File: src/rtl/fp_mul_pkg.sv
// Shared definitions for the FP multiplier arbiter: FSM encoding, the quiet-NaN
// result used on timeout, and default sizing parameters.
package fp_mul_pkg;

   localparam int DEF_NREQ           = 4;
   localparam int DEF_TIMEOUT_CYCLES = 64;

   localparam logic [31:0] QNAN = 32'h7FC0_0000;

   typedef enum logic [2:0] {
      IDLE  = 3'd0,
      ISSUE = 3'd1,
      WAIT  = 3'd2,
      RESP  = 3'd3,
      FLUSH = 3'd4
   } state_t;

endpackage

File: src/rtl/fp_mul_arbiter_if.sv
// Bundle of requester-side and multiplier-side signals of the FP multiplier arbiter.
// slave = arbiter view, master = requesters plus shared multiplier view.
interface fp_mul_arbiter_if
   import fp_mul_pkg::*;
#(
   parameter int NREQ = DEF_NREQ
);

   logic [NREQ-1:0]    req_valid;
   logic [NREQ*32-1:0] req_op1;
   logic [NREQ*32-1:0] req_op2;
   logic [NREQ-1:0]    req_ready;
   logic [NREQ-1:0]    rsp_valid;
   logic [31:0]        rsp_data;
   logic               rsp_err;
   logic [31:0]        mul_op1;
   logic [31:0]        mul_op2;
   logic               mul_in_rdy;
   logic [31:0]        mul_res;
   logic               mul_res_rdy;

   modport slave (
      input  req_valid, req_op1, req_op2, mul_res, mul_res_rdy,
      output req_ready, rsp_valid, rsp_data, rsp_err, mul_op1, mul_op2, mul_in_rdy
   );

   modport master (
      output req_valid, req_op1, req_op2, mul_res, mul_res_rdy,
      input  req_ready, rsp_valid, rsp_data, rsp_err, mul_op1, mul_op2, mul_in_rdy
   );

endinterface

File: src/rtl/fp_mul_arbiter_rr_arbiter.sv
// Combinational round-robin picker: searches the request vector starting one
// position after the last grant and returns the first hit as one-hot plus index.
module rr_arbiter
   import fp_mul_pkg::*;
#(
   parameter int NREQ = DEF_NREQ
) (
   input  logic [NREQ-1:0]         req,
   input  logic [$clog2(NREQ)-1:0] last,
   output logic [NREQ-1:0]         grant,
   output logic [$clog2(NREQ)-1:0] idx,
   output logic                    any
);

   localparam int IW = $clog2(NREQ);

   int          cand;
   logic [IW-1:0] cand_idx;

   always_comb begin
      grant    = '0;
      idx      = '0;
      any      = 1'b0;
      cand     = 0;
      cand_idx = '0;
      for (int k = 1; k <= NREQ; k++) begin
         cand     = (int'(last) + k) % NREQ;
         cand_idx = IW'(cand);
         if (!any && req[cand_idx]) begin
            any             = 1'b1;
            grant[cand_idx] = 1'b1;
            idx             = cand_idx;
         end
      end
   end

endmodule

File: src/rtl/fp_mul_arbiter.sv
// Shares one FP multiplier among NREQ requesters with round-robin arbitration.
// Optional WAIT watchdog and FLUSH recovery enabled by FP_MUL_ARB_TIMEOUT_EN.
module fp_mul_arbiter
   import fp_mul_pkg::*;
#(
   parameter int NREQ           = DEF_NREQ,
   parameter int TIMEOUT_CYCLES = DEF_TIMEOUT_CYCLES
) (
   input logic             clk,
   input logic             rst,
   fp_mul_arbiter_if.slave bus
);

   localparam int IW = $clog2(NREQ);

   state_t          state, state_nxt;
   logic [IW-1:0]   last_grant, last_grant_nxt;
   logic [IW-1:0]   cur_idx, cur_idx_nxt;
   logic [NREQ-1:0] req_ready_q, req_ready_nxt;
   logic [NREQ-1:0] rsp_valid_q, rsp_valid_nxt;
   logic [31:0]     rsp_data_q, rsp_data_nxt;
   logic [31:0]     op1_q, op1_nxt, op2_q, op2_nxt;
   logic            in_rdy_q, in_rdy_nxt;

   logic [NREQ-1:0] grant;
   logic [IW-1:0]   grant_idx;
   logic            grant_any;

`ifdef FP_MUL_ARB_TIMEOUT_EN
   localparam int CW = $clog2(TIMEOUT_CYCLES + 1);
   logic [CW-1:0] cnt_q, cnt_nxt;
   logic          err_q, err_nxt;
   logic          timeout_hit;

   // One counter serves both the WAIT watchdog and the FLUSH hold-off
   assign timeout_hit = (cnt_q == CW'(TIMEOUT_CYCLES - 1));
`endif

   rr_arbiter #(.NREQ(NREQ)) u_rr (
      .req   (bus.req_valid),
      .last  (last_grant),
      .grant (grant),
      .idx   (grant_idx),
      .any   (grant_any)
   );

   // last_grant resets to NREQ-1 so the first search after reset begins at index 0
   always_ff @(posedge clk or posedge rst) begin
      if (rst) begin
         state       <= IDLE;
         last_grant  <= IW'(NREQ - 1);
         cur_idx     <= '0;
         req_ready_q <= '0;
         rsp_valid_q <= '0;
         rsp_data_q  <= '0;
         op1_q       <= '0;
         op2_q       <= '0;
         in_rdy_q    <= 1'b0;
`ifdef FP_MUL_ARB_TIMEOUT_EN
         cnt_q       <= '0;
         err_q       <= 1'b0;
`endif
      end else begin
         state       <= state_nxt;
         last_grant  <= last_grant_nxt;
         cur_idx     <= cur_idx_nxt;
         req_ready_q <= req_ready_nxt;
         rsp_valid_q <= rsp_valid_nxt;
         rsp_data_q  <= rsp_data_nxt;
         op1_q       <= op1_nxt;
         op2_q       <= op2_nxt;
         in_rdy_q    <= in_rdy_nxt;
`ifdef FP_MUL_ARB_TIMEOUT_EN
         cnt_q       <= cnt_nxt;
         err_q       <= err_nxt;
`endif
      end
   end

   always_comb begin
      state_nxt = state;
      case (state)
         IDLE:  if (grant_any) state_nxt = ISSUE;
         ISSUE: state_nxt = WAIT;
         WAIT:  if (bus.mul_res_rdy) state_nxt = RESP;
`ifdef FP_MUL_ARB_TIMEOUT_EN
                else if (timeout_hit) state_nxt = FLUSH;
         FLUSH: if (timeout_hit) state_nxt = IDLE;
`endif
         RESP:  state_nxt = IDLE;
         default: state_nxt = IDLE;
      endcase
   end

   // Next values of all registered outputs; mul_res_rdy only matters in WAIT
   always_comb begin
      last_grant_nxt = last_grant;
      cur_idx_nxt    = cur_idx;
      req_ready_nxt  = '0;
      rsp_valid_nxt  = '0;
      rsp_data_nxt   = rsp_data_q;
      op1_nxt        = op1_q;
      op2_nxt        = op2_q;
      in_rdy_nxt     = in_rdy_q;
`ifdef FP_MUL_ARB_TIMEOUT_EN
      cnt_nxt        = cnt_q;
      err_nxt        = 1'b0;
`endif
      case (state)
         IDLE: begin
            if (grant_any) begin
               req_ready_nxt  = grant;
               last_grant_nxt = grant_idx;
               cur_idx_nxt    = grant_idx;
               for (int i = 0; i < NREQ; i++) begin
                  if (grant[i]) begin
                     op1_nxt = bus.req_op1[i*32 +: 32];
                     op2_nxt = bus.req_op2[i*32 +: 32];
                  end
               end
            end
         end
         ISSUE: begin
            in_rdy_nxt = 1'b1;
`ifdef FP_MUL_ARB_TIMEOUT_EN
            cnt_nxt    = '0;
`endif
         end
         WAIT: begin
            if (bus.mul_res_rdy) begin
               in_rdy_nxt             = 1'b0;
               rsp_data_nxt           = bus.mul_res;
               rsp_valid_nxt[cur_idx] = 1'b1;
            end
`ifdef FP_MUL_ARB_TIMEOUT_EN
            else if (timeout_hit) begin
               in_rdy_nxt             = 1'b0;
               rsp_data_nxt           = QNAN;
               err_nxt                = 1'b1;
               rsp_valid_nxt[cur_idx] = 1'b1;
               cnt_nxt                = '0;
            end else begin
               cnt_nxt = cnt_q + 1'b1;
            end
`endif
         end
`ifdef FP_MUL_ARB_TIMEOUT_EN
         FLUSH: cnt_nxt = cnt_q + 1'b1;
`endif
         default: ;
      endcase
   end

   assign bus.req_ready  = req_ready_q;
   assign bus.rsp_valid  = rsp_valid_q;
   assign bus.rsp_data   = rsp_data_q;
   assign bus.mul_op1    = op1_q;
   assign bus.mul_op2    = op2_q;
   assign bus.mul_in_rdy = in_rdy_q;
`ifdef FP_MUL_ARB_TIMEOUT_EN
   assign bus.rsp_err    = err_q;
`else
   assign bus.rsp_err    = 1'b0;
`endif

endmodule

File: src/flat_wrapper.sv
// flat-port wrapper written by rule: the top's interface ports become plain ports
module fp_mul_arbiter_flat import fp_mul_pkg::*;
#(
   parameter int NREQ           = DEF_NREQ,
   parameter int TIMEOUT_CYCLES = DEF_TIMEOUT_CYCLES
)
  (clk, rst, bus_req_valid, bus_req_op1, bus_req_op2, bus_mul_res, bus_mul_res_rdy, bus_req_ready, bus_rsp_valid, bus_rsp_data, bus_rsp_err, bus_mul_op1, bus_mul_op2, bus_mul_in_rdy);
  fp_mul_arbiter_if #(.NREQ(NREQ)) bus_i ();
  input logic clk;
  input logic rst;
  input wire logic [$bits(bus_i.req_valid)-1:0] bus_req_valid;
  input wire logic [$bits(bus_i.req_op1)-1:0] bus_req_op1;
  input wire logic [$bits(bus_i.req_op2)-1:0] bus_req_op2;
  input wire logic [$bits(bus_i.mul_res)-1:0] bus_mul_res;
  input wire logic [$bits(bus_i.mul_res_rdy)-1:0] bus_mul_res_rdy;
  output wire logic [$bits(bus_i.req_ready)-1:0] bus_req_ready;
  output wire logic [$bits(bus_i.rsp_valid)-1:0] bus_rsp_valid;
  output wire logic [$bits(bus_i.rsp_data)-1:0] bus_rsp_data;
  output wire logic [$bits(bus_i.rsp_err)-1:0] bus_rsp_err;
  output wire logic [$bits(bus_i.mul_op1)-1:0] bus_mul_op1;
  output wire logic [$bits(bus_i.mul_op2)-1:0] bus_mul_op2;
  output wire logic [$bits(bus_i.mul_in_rdy)-1:0] bus_mul_in_rdy;
  assign bus_i.req_valid = bus_req_valid;
  assign bus_i.req_op1 = bus_req_op1;
  assign bus_i.req_op2 = bus_req_op2;
  assign bus_i.mul_res = bus_mul_res;
  assign bus_i.mul_res_rdy = bus_mul_res_rdy;
  assign bus_req_ready = bus_i.req_ready;
  assign bus_rsp_valid = bus_i.rsp_valid;
  assign bus_rsp_data = bus_i.rsp_data;
  assign bus_rsp_err = bus_i.rsp_err;
  assign bus_mul_op1 = bus_i.mul_op1;
  assign bus_mul_op2 = bus_i.mul_op2;
  assign bus_mul_in_rdy = bus_i.mul_in_rdy;
  fp_mul_arbiter #(.NREQ(NREQ), .TIMEOUT_CYCLES(TIMEOUT_CYCLES)) u_core (.clk(clk), .rst(rst), .bus(bus_i));
endmodule
File: config.mk
export PLATFORM = sky130hd
export DESIGN_NAME = fp_mul_arbiter_flat
export DESIGN_NICKNAME = d
export VERILOG_FILES = /design/src/rtl/fp_mul_pkg.sv /design/src/rtl/fp_mul_arbiter_if.sv /design/src/rtl/fp_mul_arbiter_rr_arbiter.sv /design/src/rtl/fp_mul_arbiter.sv /design/src/flat_wrapper.sv
export SDC_FILE = /design/constraint.sdc
export NUM_CORES = 1
export LEC_CHECK = 0
export ABC_CLOCK_PERIOD_IN_PS = 8400
export CAP_MARGIN = 20
export CORE_AREA = 5 5 153 155
export CTS_CLUSTER_DIAMETER = 40
export DETAILED_ROUTE_END_ITERATION = 8
export DIE_AREA = 0 0 158 160
export GPL_TIMING_DRIVEN = 1
export PLACE_DENSITY = 0.7
export SYNTH_ARGS = -nofsm -noshare
export SYNTH_HDL_FRONTEND = slang
export SYNTH_SLANG_ARGS = --single-unit
File: constraint.sdc
create_clock -name clk -period 8.4 [get_ports clk]
set_clock_uncertainty 0.1 [all_clocks]
set_input_delay 0.84 -clock clk [delete_from_list [all_inputs] [get_ports clk]]
set_output_delay 0.84 -clock clk [all_outputs]
set_load 0.05 [all_outputs]
# After elaboration in Yosys (flattened, before gate mapping)
# Index checks and enable logic that the tools add are counted.
dict set report word_totals {
  reg_bits 112
  latch_bits 0
  ramBits 0
  romBits 0
  out_inout_bits 106
  n_memories 0
}
dict set report classes {
  addsub 4
  mul 0
  div_mod_pow 0
  n_lt_le_gt_ge 10
  eq_ne 4
  shifts 0
  mux 47
  n_bitwise 3
  reduce_logical 19
}
# cell n
set ops {}
lappend ops {{$mux W32} 8}
lappend ops {{$mux W4} 8}
lappend ops {{$lt A2 B3 Y1 const B} 5}
lappend ops {{$mux W1} 14}
lappend ops {{$or A4 B4 Y4} 3}
lappend ops {{$demux W1 S2} 5}
lappend ops {{$ge A2 B1 Y1 const B} 5}
lappend ops {{$pmux W3 S3} 1}
lappend ops {{$bmux W1 S2} 4}
lappend ops {{$logic_and A1 B1 Y1} 8}
lappend ops {{$mux W2} 4}
lappend ops {{$reduce_and A2 Y1} 4}
lappend ops {{$mux W3} 2}
lappend ops {{$add A2 B1 Y2 const B} 2}
lappend ops {{$add A2 B2 Y2 const B} 2}
lappend ops {{$reduce_bool A4 Y1} 1}
lappend ops {{$eq A3 B1 Y1 const B} 1}
lappend ops {{$eq A3 B2 Y1 const B} 1}
lappend ops {{$logic_not A1 Y1} 3}
lappend ops {{$logic_not A3 Y1} 1}
lappend ops {{$reduce_and A3 Y1} 1}
lappend ops {{$ne A2 B1 Y1 const B} 1}
lappend ops {{$ne A2 B2 Y1 const B} 1}
lappend ops {{$pmux W1 S2} 1}
lappend ops {{$reduce_bool A2 Y1} 1}

# Depth between registers and ports, before layout
dict set report logic_depth {
  depth_word 17
  depth_mapped 14
}

# Modules after synthesis
# From an unflattened synthesis, not the netlist that was laid out.
dict set report unflattened {
  cells_unflattened 546
  area_unflattened_um2 6401.1
}
# mod instances cells_each area_per_inst_um2 seq_area_each_um2
set by_module_without_submodules {}
lappend by_module_without_submodules {fp_mul_arbiter 1 478 5875.6 2780.2}
lappend by_module_without_submodules {rr_arbiter 1 68 525.5 0.0}

# Least setup slack after synthesis
# Ideal clock, no wire load.
dict set report synth_path {
  kind {flip-flop to flip-flop}
  start {reg u_core.last_grant[1]}
  end {reg u_core.op1_q[10], in the netlist u_core.bus.mul_op1[10]}
  setup_ns 0.086
  arrival_time_ns 3.267
  t_required_ns 8.214
  slack_ns 4.947
  path_stages_with_launch 13
  n_path_buf 4
  synth_period_minus_slack_ns 3.453
  cell_sequence {dfstp_2 > clkbuf_1 > inv_1 > ha_1 > clkbuf_2 > mux4_2 > nor3b_4 > a22oi_2 > buf_2 > buf_1 > a21oi_1 > a311o_1 > a32oi_1}
}
dict set report synth_via {
  elab_chain_cells 16
}
# item line_no
set synth_lines {}
lappend synth_lines {{start, declared} fp_mul_arbiter.sv:17} ;# logic [IW-1:0] last_grant, last_grant_nxt;
lappend synth_lines {{start signal, assigned} fp_mul_arbiter.sv:51} ;# last_grant <= IW'(NREQ - 1);
lappend synth_lines {{start signal, assigned} fp_mul_arbiter.sv:65} ;# last_grant <= last_grant_nxt;
lappend synth_lines {{branches (longest 16 deep; another with $lt A2 B3 Y1)} -}
lappend synth_lines {{end signal, assigned} fp_mul_arbiter.sv:70} ;# op1_q <= op1_nxt;
lappend synth_lines {{end, declared} fp_mul_arbiter.sv:22} ;# logic [31:0] op1_q, op1_nxt, op2_q, op2_nxt;
# Several ways; the timed one is not identified. The select of a mux whose other input is x is not followed.
# A chain may end at the register's enable or synchronous reset.

# Final worst setup path
dict set report layout_path {
  start {reg u_core.last_grant[0]}
  end {reg u_core.op2_q[7], in the netlist u_core.bus.mul_op2[7]}
}
dict set report layout_via {
  elab_chain_cells 16
}
# item line_no
set layout_lines {}
lappend layout_lines {{branches (longest 16 deep; another with $lt A2 B3 Y1)} -}
lappend layout_lines {{end signal, assigned} fp_mul_arbiter.sv:71} ;# op2_q <= op2_nxt;
lappend layout_lines {{end, declared} fp_mul_arbiter.sv:22}
# Several ways; the timed one is not identified. The select of a mux whose other input is x is not followed.

==> flow_summary.yaml <==
status:
  status: "finished clean"
grt:
  overflow: 0
  track_usage: 0.2348
  grt_pass1_vias: 8263
  grt_max_degree: 85
  antenna_found_initial: 0
  grt_pass1_wl_um: 47110
timing:
  tns_ns: 0
  period_share: 0.5318
  fmax_mhz: 223.8
  setup_slack_ns: 3.933
  period_needed_ns: 4.467
  maxSlewViolCount: 0
  tightest_slew_ns: 0.9180
  relSlewSlack: 0.3880
  finalHoldViolCount: 0
  rsz0062_at_grt: "false"
  finalSetupViolations: 0
synth:
  synth_xor_area_frac: 0
  synth-async-reset-ratio: 1.000
  synth-compound-area-share: 0.3425
  synthMuxAreaShare: 0.06196
  yosysTopAreaCell: "dfrtp_1"
  synth_most_common_cell: "a21oi_1"
  synth-seq-cells: 111
  synthFlopType: "dfrtp_1"
  synth-edff-count: 0
  synthesis.nets: 1095
  synth_top_family_by_area: "compound AO/OA/AOI/OAI gates"
  syn_area_mm2: 0.007068
  synth_fa_ha_area_frac: 0.01947
  syn_avg_cell_area_um2: 8.958
  ys_warn_count: 0
  synth_cells: 789
  ys_seq_area_frac: 0.3933
  ys_types: 47
  synth_top_area_share: 0.3859
  synth-simple-area-share: 0.08072
  yosys-top-cells-area: "dfrtp_1, a21oi_1, a311o_1"
  synth_common_cells: "a21oi_1, dfrtp_1, inv_1"
drt:
  wl_per_cell_um: 22.53
  firstDrtPassIters: 5
  vias: 7980
  drt_iter0_drc: 608
  drt-total-wl_um: 31610
  drc: 0
  vias_per_cell: 5.688
  drtAntennaViolNets: 0
worst_setup_path:
  critPathLaunchType: "flip-flop"
  crit_arrival_ns: 4.56
  crit_slowest_cell: "dfstp_2"
  worstPathMaxFanout: 41
  max_stage_delay_ns: 0.71
  critical_path.top_delay_family: "compound AO/OA/AOI/OAI gates"
  critical_path.endpoint_type: "flip-flop"
  cp_cell_sequence: "inv_1, ha_1, mux4_2, nor3b_4, a22oi_2, and2_2, a41o_2, buf_4, a32oi_1"
  worstSetupPathType: "reg2reg"
  crit_buf_inv: 2
  critPathRequiredTime_ns: 8.49
cts:
  max-clock-path-buffers: 2
  clk_pin_slew_worst_paths_ns: 0.09
  cts_root_buf: "clkbuf_16"
  htreeDepth: 3
  cts_buffers: 9
  post_cts_buffers: 0
  cts_tree: "done"
  clock_latency_ns: 0.35
  cts_sinks: 111
  cts_hold_buffers: 0
  cts_resized: 0
power_and_ir_drop:
  combPwrFrac: 0.751
  p_sw_uw: 3123
  seq_power_share: 0.170
  clockPowerShare: 0.079
  p_leak_uw: 0.004629
  p_int_uw: 2609
  ir_drop_mv: 0.2607
  power_density_mw_per_mm2: 498.9
  p_sw_frac: 0.5449
floorplanning:
  core_mm2: 0.02169
  die_x_um: 158
  start_util: 0.3259
  fp-row-count: 54
  io_pins: 401
  dieArea_mm2: 0.02528
  die_h_um: 160
place:
  hpwl_um: 22090
  place_ws_ns: 3.504
  gp_congestion: 0.8602
  port_buffers: 399
min_path:
  hold_class: "reg2reg"
cells_and_area:
  fin_nets: 1424
  diodes: 0
  area_delta_synth_final_pct: 62.54
  layout-drive-gt1-share: 0.07124
job:
  drv_cap: 0
## per-layer routing
metal	GRT usage	part of all wire	wire [um]
met4	0.1012	0.041	1281
met5	0	0	0
met1	0.2651	0.36	11400
met3	0.07470	0.11	3414
met2	0.4042	0.49	15510
## final cells by class
| class | instances | area [um^2] |
|---|---|---|
| tap | 280 | 350.3 |
| multi-input combinational | 509 | 3652 |
| inverter | 74 | 280.3 |
| clock buffer | 10 | 229.0 |
| timing repair buffer | 413 | 4119 |
| sequential | 111 | 2780 |
| fill | 1972 | 10200 |
| clock inverter | 6 | 77.57 |
## worst register-to-register path, delay by kind of cell (launching register included)
family,cells,cell delay [ns]
muxes,1,0.53
adders and majority gates,1,0.47
and+or+nand+nor,2,0.81
AOI/OAI and AO/OA,3,1.00
buffers and inverters,2,0.71
DFF,1,0.71
## logic make-up after synthesis
family	count (synthesis)
mux	36
flops	111
other cells	1
compound gates	353
simple gates	108
buf+inv	169
fa+ha+maj	11
## state kept, by name, summed over array words and instances, names as in the netlist
signal and count:
u_core.bus.rsp_valid 4, u_core.bus.mul_op1 32, u_core.bus.mul_in_rdy 1, u_core.last_grant 2, u_core.bus.mul_op2 32, u_core.bus.rsp_data 32
u_core.bus.req_ready 4, u_core.cur_idx 2, u_core.state 2
## worst paths after layout
path	slack, ns	end	cells after the start	start
setup / recovery	3.93	u_core.bus.mul_op2[7]	9	u_core.last_grant[0]
hold / removal	0.39	u_core.bus.rsp_valid[2]	1	u_core.cur_idx[0]
setup reg to reg	3.93	u_core.bus.mul_op2[7]	9	u_core.last_grant[0]
hold reg to reg	0.39	u_core.bus.rsp_valid[2]	1	u_core.cur_idx[0]
max in group asynchronous	6.07	u_core.bus.mul_op2[18]	3	rst
min in group asynchronous	0.89	u_core.bus.rsp_data[18]	2	rst
## power groups by stage
| stage | registers, uW | clock network [uW] | logic [uW] |
|---|---|---|---|
| global route | 1010 | 490 | 4590 |
| global placement | 978 | 0 | 4240 |
| detailed placement | 983 | 0 | 4280 |
| CTS | 978 | 470 | 4280 |
| finish | 977 | 453 | 4300 |
| floorplan | 1790 | 0 | 2210 |
## through the flow
stage / std cells / hold WS, ns / power, uW / area [um^2] / util
finish: 1403 / 0.3942 / 5732 / 11490 / 0.5297
floorplan: 789 / 0.3334 / 3997 / 7068 / -
detailed placement: 1386 / 0.3640 / 5266 / 11160 / 0.5147
global placement: 1385 / 0.3721 / 5215 / 11150 / 0.5140
CTS: 1402 / 0.3892 / 5732 / 11470 / 0.5288
global route: 1403 / 0.4176 / 6087 / 11490 / 0.5297
## layout by cell type (no fill, tap or decap), drive strengths merged, types with 4 or more instances in the layout
cell type,count
ha,11
a32oi,64
inv,76
mux2,32
buf,14
clkdlybuf4s50,399
dfrtp,109
nor3,6
a221oi,4
nand3,65
a311o,64
o21ai,71
nand2,7
nor2,14
clkbuf,10
a21oi,133
Note: power is estimated with default switching activity, not from simulation.
